### config.mk
export PLATFORM = sky130hd
export DESIGN_NAME = out_fsm
export DESIGN_NICKNAME = d
export VERILOG_FILES = /design/src/rtl/out_fsm.sv
export SDC_FILE = /design/constraint.sdc
export NUM_CORES = 1
export LEC_CHECK = 0
export ABC_AREA = 1
export BUFFER_PORTS_ARGS = -buffer_cell sky130_fd_sc_hd__buf_2
export CAP_MARGIN = 0
export CORE_MARGIN = 1
export CORE_UTILIZATION = 38
export CTS_CLUSTER_SIZE = 25
export DETAILED_ROUTE_END_ITERATION = 6
export PLACE_DENSITY = 0.78
export REMOVE_ABC_BUFFERS = 1
export SYNTH_ARGS = -nofsm -noshare
export SYNTH_HDL_FRONTEND = slang
export SYNTH_SLANG_ARGS = --single-unit
export TNS_END_PERCENT = 1
### constraint.sdc
create_clock -name clk -period 1.6 [get_ports clk]
set_input_delay 0.4 -clock clk [delete_from_list [all_inputs] [get_ports clk]]
set_output_delay 0.4 -clock clk [all_outputs]
set_load 0.005 [all_outputs]
### src/rtl/out_fsm.sv
// UM Output instruction: reads register C, range-checks it and sends the low byte
// to the console over a valid/ready handshake, then reports finished/fault.
package out_fsm_pkg;
    typedef struct packed {
        logic [2:0]  sel;
        logic [31:0] data;
        logic        mode;
    } reg_in_bus_t;
endpackage

module out_fsm
    import out_fsm_pkg::*;
#(
    parameter int unsigned TX_TIMEOUT = 0,
    parameter int unsigned CNT_W      = 16
) (
    input  logic        clk,
    input  logic        reset,
    input  logic [2:0]  regC,
    input  logic [31:0] reg_data_out,
    output reg_in_bus_t reg_in,
    output logic [7:0]  tx_data,
    output logic        tx_valid,
    input  logic        tx_ready,
    output logic        finished,
    output logic        fault
);

    typedef enum logic [2:0] {
        READ,
        CAPTURE,
        SEND,
        DONE,
        FAULT
    } state_t;

    // Counter value on the last SEND cycle allowed before a timeout fault.
    localparam logic [CNT_W-1:0] TO_LAST =
        (TX_TIMEOUT == 0) ? '0 : CNT_W'(TX_TIMEOUT - 1);

    state_t           state, state_n;
    logic [2:0]       sel_q, sel_q_n;
    logic [31:0]      val_q, val_q_n;
    logic [7:0]       data_q, data_n;
    logic             valid_q, valid_n;
    logic [CNT_W-1:0] cnt_q, cnt_n;

    always_ff @(posedge clk) begin
        if (reset) begin
            state   <= READ;
            sel_q   <= '0;
            val_q   <= '0;
            data_q  <= '0;
            valid_q <= 1'b0;
            cnt_q   <= '0;
        end else begin
            state   <= state_n;
            sel_q   <= sel_q_n;
            val_q   <= val_q_n;
            data_q  <= data_n;
            valid_q <= valid_n;
            cnt_q   <= cnt_n;
        end
    end

    always_comb begin
        state_n  = state;
        sel_q_n  = sel_q;
        val_q_n  = val_q;
        data_n   = data_q;
        valid_n  = valid_q;
        cnt_n    = cnt_q;
        reg_in   = '0;
        finished = 1'b0;
        fault    = 1'b0;

        case (state)
            READ: begin
                reg_in.sel = regC;
                sel_q_n    = regC;
                valid_n    = 1'b0;
                state_n    = CAPTURE;
            end
            CAPTURE: begin
                reg_in.sel = sel_q;
                val_q_n    = reg_data_out;
                cnt_n      = '0;
                if (|reg_data_out[31:8]) begin
                    valid_n = 1'b0;
                    state_n = FAULT;
                end else begin
                    data_n  = reg_data_out[7:0];
                    valid_n = 1'b1;
                    state_n = SEND;
                end
            end
            SEND: begin
                // A ready on the final allowed cycle still wins over the timeout.
                if (valid_q && tx_ready) begin
                    valid_n = 1'b0;
                    cnt_n   = '0;
                    state_n = DONE;
                end else if (TX_TIMEOUT != 0) begin
                    if (cnt_q == TO_LAST) begin
                        valid_n = 1'b0;
                        state_n = FAULT;
                    end else begin
                        cnt_n = cnt_q + CNT_W'(1);
                    end
                end
            end
            DONE: begin
                finished = 1'b1;
                valid_n  = 1'b0;
            end
            FAULT: begin
                finished = 1'b1;
                fault    = 1'b1;
                valid_n  = 1'b0;
            end
            default: begin
                valid_n = 1'b0;
                state_n = READ;
            end
        endcase
    end

    assign tx_valid = valid_q;
    assign tx_data  = data_q;

endmodule

Word level (Yosys, flattened, before mapping) --
Index checks and enable logic that the tools add are counted. W data, S select, Z words.
Storage, ports and cells: flip-flop bits (word level) 15, output and inout bits 47
Operators by class: equality and inequality tests 5, mux-type cells 9, bitwise logic cells 2, reduce and logical (&&, ||, !) cells 6
Operators with widths (number):
- $reduce_or A24 Y1 | 1
- $pmux W3 S4 | 1
- $eq A3 B2 Y1 const B | 2
- $mux W3 | 2
- $pmux W3 S2 | 1
- $mux W1 | 4
- $reduce_and A2 Y1 | 2
- $eq A3 B1 Y1 const B | 1
- $eq A3 B3 Y1 const B | 1
- $logic_not A3 Y1 | 1
- $ne A2 B2 Y1 const B | 1
- $not A1 Y1 | 2
- $pmux W1 S2 | 1
- $reduce_or A2 Y1 | 1
- $logic_and A1 B1 Y1 | 1

Depth between registers and ports, before layout --
Gate-level depths: netlist of run 1.
depth after elaboration 4, gate-level depth with buffers 8

Worst setup path before layout of run 1 --
No wires, ideal clock.
path type flip-flop to output port, start point reg state[0], end point out reg_in[33] in the netlist's numbering, arrival 0.903 ns, data required time 1.200 ns, setup slack 0.297 ns, stages on the path, launching flop included 6, buffers on the path 1, path through dfxtp_1 > inv_2 > nor3_4 > buf_2 > nand2_1 > nand2_1
RTL lines:
- start, declared | line 41 | state_t state, state_n;
- start signal, assigned | line 57 | state <= state_n;
- end, declared | line 21 | output reg_in_bus_t reg_in,

==> impl_metrics.toml, run 1 <==
[status]
status = "finished, final reports clean"

[finish]
antenna_cells = 0
final_nets = 254
area_growth_pct = 25.9
seqCellArea_um2 = 309
fillCellCount = 262
drive_gt1_share_pct = 34.9
final_util_pct = 51.2
multi_input_area_um2 = 541

[setup_path]
path_max_fanout = 4
path_class = "flop to output pin"
cp_data_arrival_time_ns = 1.18
rrSetupSlack_ns = 0.30
cp-start-kind = "flop"
reg2reg_from = "state[0]"
reg2regPathDepth = 7
r2r_end = "tx_valid"
required_ns = 1.20
end_kind = "output pin"

[sta]
tns_ns = 0
period_needed_ns = 1.58
slew_viol_final = 0
finalHoldViolCount = 0
rsz0062_at_grt = "true"
setup_violations = 0
fin_worst_skew_ns = 0.00298
whs_ns = 0.360
fmax_mhz = 635
fin_crit_sh_pct = 98.5

[detailed_routing]
wl_per_cell_um = 8.20
wl_um = 2010
vias = 981
avgViaCountPerCell = 4.00
firstDrtPassIters = 4
drc = 0
drtIter0Drc = 11
ant_nets = 0

[synthesis]
synth_top_family_by_area = "simple AND/OR/NAND/NOR gates"
synth_xor_area_share_pct = 0
synth_compound_area_share_pct = 5.05
synth-seq-area-share_pct = 29.6
synthAdderAreaFrac_pct = 0
syn-cell-area_um2 = 1020
ys_types = 18
yosysWarnings = 0
synthMuxAreaShare_pct = 0
yosys_register_bits = 15
syn-instance-count = 156
syn_avg_cell_area_um2 = 6.51
yosys.area_share.simple_pct = 34.2

[clock_tree]
worst_skew_pair.late_latency_ns = 0.28
cts_hold_buf = 0
clk_pin_slew_ns = 0.09
cts_tree = "yes"
cts.sinks = 15
htree_levels = 1
clk_path_buf_depth = 2
numCtsBuffers = 3
clock-root-buffer = "clkbuf_4"

[grt]
grt-ovfl-total = 0
grt_start_max_net_pins = 11
grt_usage_pct = 16.5
grt_pass1_wl_um = 3440
antenna_found_initial = 0
grt_pass1_vias = 847

[floorplan]
fp.dieH_um = 53.7
rows = 18
die_area_um2 = 2880
start_util_pct = 40.6
die_x_um = 53.7
pin_count = 85
coreArea_um2 = 2500

[run]
maxCapViolCount = 0

[power]
peakVddDrop_mv = 0.673
p_leak_nw = 0.706
pwr_density_cell_nw_per_um2 = 650

[hold_path]
min-delay-start = "reset"
hold_end = "state[0]"
hold_depth = 2
hp-class = "input port to flop"

[place]
gp_congestion = 0.750
post-dp-hpwl_um = 1580
portBuffers = 51
[per-layer routing]
metal	track usage, %	up-vias	wire length [µm]
li1	-	529	-
met1	17.5	411	786
met2	30.7	39	1070
met3	5.93	2	145
met4	3.95	0	10
met5	0	-	0
[power breakdown]
group / leakage (nW) / internal (W) / total, W / switching (W)
registers: 0.124 / 0.000388 / 0.000402 / 0.0000142
logic: 0.568 / 0.000103 / 0.000216 / 0.000113
clock network: 0.0150 / 0.0000967 / 0.000214 / 0.000117
total: 0.706 / 0.000587 / 0.000832 / 0.000244
[worst max path at each step]
stage	cells past startpoint	end	slack (ns)	startpoint
global route	6	reg_in[33]	-0.08	state[2]
finish	5	reg_in[35]	0.02	state[0]
CTS	6	reg_in[34]	-0.02	state[0]
detailed placement	8	tx_valid	0.15	reg_data_out[15]
floorplan	4	finished	0.31	state[2]
global placement	8	tx_valid	0.17	reg_data_out[11]
[layout make-up]
cell class | count | area share [%]
multi-input combinational | 123 | 42.3
sequential | 15 | 24.2
inverter | 16 | 5.09
timing repair buffer | 57 | 23.5
tap | 30 | 2.94
clock buffer | 4 | 2.05
[critical path: stages (launching register included)]
cell and delay, ns:
dfxtp_4 0.38, inv_4 0.05, nor3_4 0.22, nand2_1 0.08
nand2_1 0.06, buf_2 0.10
[cells by family after synthesis]
kind of cell / Yosys count
and+or+nand+nor: 80
DFF: 15
other: 1
buffers and inverters: 50
AOI/OAI and AO/OA: 10
[registers in the layout, indices dropped and copies added, names as in the netlist]
register  flops
tx_data       8
sel_q         3
state         3
tx_valid      1
[layout by cell type (no fill, tap or decap)]
cell,instances
clkbuf_1,1
dfxtp_1,12
buf_2,51
nor2_4,3
inv_1,11
dfxtp_2,1
nand2_1,30
nor3_2,1
a31oi_1,1
conb_1,33
nand3_1,8
dfxtp_4,2
inv_2,2
nor3_4,1
nand4_1,1
inv_4,2
nand2_2,2
nor2_1,33
a21oi_1,6
buf_4,6
o21ai_0,3
clkinv_1,1
nand3_2,1
clkbuf_4,3
[cell usage after synthesis]
library cell | n | area share, %
a21oi_1 | 6 | 3.0
nand2_1 | 32 | 12
nand4_1 | 1 | 0.62
a31oi_1 | 1 | 0.62
buf_2 | 1 | 0.49
nor3_4 | 1 | 1.6
o21ai_0 | 3 | 1.5
buf_4 | 33 | 24
dfxtp_1 | 15 | 30
nor2_4 | 2 | 2.2
inv_2 | 3 | 1.1
clkinv_1 | 1 | 0.37
nor3_1 | 1 | 0.49
inv_1 | 12 | 4.4
nor2_1 | 34 | 13
nand3_2 | 1 | 0.99
conb_1 | 1 | 0.37
nand3_1 | 8 | 3.9
[per-stage QoR]
stage	area [µm²]	power, W	instances	setup WS, ns
after floorplan	883	0.000503	154	0.313
after global placement	1180	0.000581	236	0.174
after detailed placement	1180	0.000582	236	0.149
after CTS	1250	0.000830	244	-0.0214
after global routing	1280	0.000901	245	-0.0788
final	1280	0.000832	245	0.0247
[what timing repair did]
item	CTS	global route
pin swaps	3	3
cloned	0	0
resized for setup	7	6
buffers inserted	4	1
endpoints found under the setup margin	4	4
Note: power is estimated with default switching activity, not from simulation.
==> run 2: changes to the inputs <==
ABC_AREA = default   (was 1)
CORE_UTILIZATION = 39   (was 38)
PLACE_DENSITY = 0.79   (was 0.78)
==> impl_metrics.toml, run 2 <==
[grt]
grt_start_max_net_pins = 16
grt_usage_pct = 14.7
antenna_found_initial = 0
grt_pass1_wl_um = 3120
grt_pass1_vias = 766
grt-ovfl-total = 0

[setup_path]
end_kind = "output pin"
worstPathCellList = "nor2_1, nand2_1, o21ai_1, buf_2"
cp-start-kind = "flop"
required_ns = 1.20
slowest_delay_ns = 0.40
critPathSlowestCell = "dfxtp_4"
path_class = "flop to output pin"
path_max_fanout = 9
cp_data_arrival_time_ns = 1.11
reg2regPathDepth = 4

[synthesis]
synth_edf_count = 0
syn-cell-area_um2 = 1050
yosysMostFrequentCell = "buf_4"
synth-seq-area-share_pct = 28.7
syn-instance-count = 121
synth_common_cells = "buf_4, dfxtp_1, a21oi_1, nand4_1, o21ai_1"
ys_top_cells_by_area = "dfxtp_1, buf_4, nor4_2"
async_flop_share_pct = 0
synth.top_cell.area_share_pct = 28.7
yosys_register_bits = 15
ys.flop_type = "dfxtp_1"
syn_avg_cell_area_um2 = 8.64
synth_area_leader_cell = "dfxtp_1"
ys_types = 29
yosysWarnings = 0

[power]
p_seq_share_pct = 50.4
p_comb_share_pct = 21.4
p_sw_w = 0.000242
clock_power_share_pct = 28.2
pwr_density_cell_nw_per_um2 = 654
peakVddDrop_mv = 0.431
p_int_w = 0.000566
swShare_pct = 29.9
p_leak_nw = 0.595

[clock_tree]
clock-root-buffer = "clkbuf_4"
worst_skew_pair.late_latency_ns = 0.29
htree_levels = 1
numCtsBuffers = 3
clk_pin_slew_ns = 0.11
clk_path_buf_depth = 2
cts.sinks = 15
cts_tree = "yes"

[detailed_routing]
wl_per_cell_um = 10.3
vias = 949
ant_nets = 0
firstDrtPassIters = 4
drtIter0Drc = 15
drc = 0
avgViaCountPerCell = 4.67
wl_um = 2090

[floorplan]
rows = 18
start_util_pct = 41.8
die_area_um2 = 2890
die_x_um = 53.8
fp.dieH_um = 53.8
coreArea_um2 = 2500
pin_count = 85

[place]
post-place-ws_ns = 0.0433
post-dp-hpwl_um = 1650
portBuffers = 51
place_area_um2 = 1200
gp_congestion = 0.746

[hold_path]
hold_depth = 3
hp-class = "input port to flop"

[finish]
area_growth_pct = 18.2
largest_reg_flops = 8
antenna_cells = 0
final_nets = 212
final_common_cell = "buf_2"
most-common-layout-cells = "buf_2, conb_1, dfxtp_1"
stdcell_area_um2 = 1240
drive_gt1_share_pct = 43.4
fillCellCount = 257
final_util_pct = 49.4

[sta]
fmax_mhz = 660
fin_worst_skew_ns = 0.0134
fin_crit_sh_pct = 94.7
setup_violations = 0
finalHoldViolCount = 0
fin_ws_ns = 0.0855
period_needed_ns = 1.51
slew_viol_final = 0
whs_ns = 0.358
rsz0062_at_grt = "false"

[run]
maxCapViolCount = 0

[status]
status = "finished, final reports clean"
[run 2: cell count changes after synthesis, moves of 4 or more]
cell     before  now
nand2_1      32    2
nor2_1       34    5
inv_1        12    1
nand4_1       1    9
o21ai_1       0    8
nand3_1       8    1
mux2i_1       0    6
nor4_2        0    6
nor3_1        1    5
[run 2: power by group through the flow]
stage | Clock (W) | Sequential [W] | Combinational, W
floorplan | 0 | 0.000412 | 0.0000824
global placement | 0 | 0.000415 | 0.000171
detailed placement | 0 | 0.000416 | 0.000171
finish | 0.000228 | 0.000408 | 0.000173
CTS | 0.000236 | 0.000409 | 0.000172
global route | 0.000250 | 0.000410 | 0.000195
[run 2: layer usage]
metal / vias to the layer above / GRT usage [%] / routed length, µm
li1: 472 / - / -
met1: 407 / 17.3 / 878
met2: 66 / 25.9 / 985
met3: 4 / 3.11 / 198
met4: 0 / 5.26 / 27
met5: - / 0 / 0
[run 2: cells by family after synthesis]
logic type             share of synthesized area (%)
AO/OA/AOI/OAI                                   12.1
buffers and inverters                           29.3
flip-flops                                      28.7
multiplexers                                    5.74
other                                          0.359
AND/OR/NAND/NOR                                 23.8
[run 2: final timing paths]
path	from	endpoint	slack, ns
hold reg to reg	tx_data[7]	tx_data[7]	0.48
hold / removal	regC[1]	sel_q[1]	0.36
setup reg to reg	state[0]	tx_data[4]	0.20
setup / recovery	state[0]	finished	0.09
[run 2: worst max-delay path: cells and delay by family (launching register included)]
| family | cells | cell delay (ns) |
|---|---|---|
| flops | 1 | 0.40 |
| simple gates | 2 | 0.20 |
| buf+inv | 1 | 0.12 |
| compound gates | 1 | 0.10 |
[run 2: final cells by class]
class / count / area (µm²) / share of cell area (%)
clock buffers: 3 / 22.5 / 1.82
multi-input cells: 96 / 559 / 45.2
repair buffers: 56 / 293 / 23.7
inverters: 2 / 7.51 / 0.607
well taps: 30 / 37.5 / 3.04
flip-flops and latches: 15 / 309 / 25.0
clock inverters: 1 / 7.51 / 0.607
[run 2: metrics by stage]
step                      instances  power (W)  setup TNS (ns)
after global placement          199   0.000586               0
after global routing            203   0.000855               0
after detailed placement        199   0.000587               0
after floorplan                 113   0.000494          -0.179
final                           203   0.000808               0
after CTS                       203   0.000817               0
[run 2: timing repair]
action | in CTS | in global routing
endpoints found under the setup margin | 5 | 4
gates resized for setup | 3 | 3
buffers inserted | 0 | 0
gates cloned | 0 | 0
hold buffers | 0 | 0
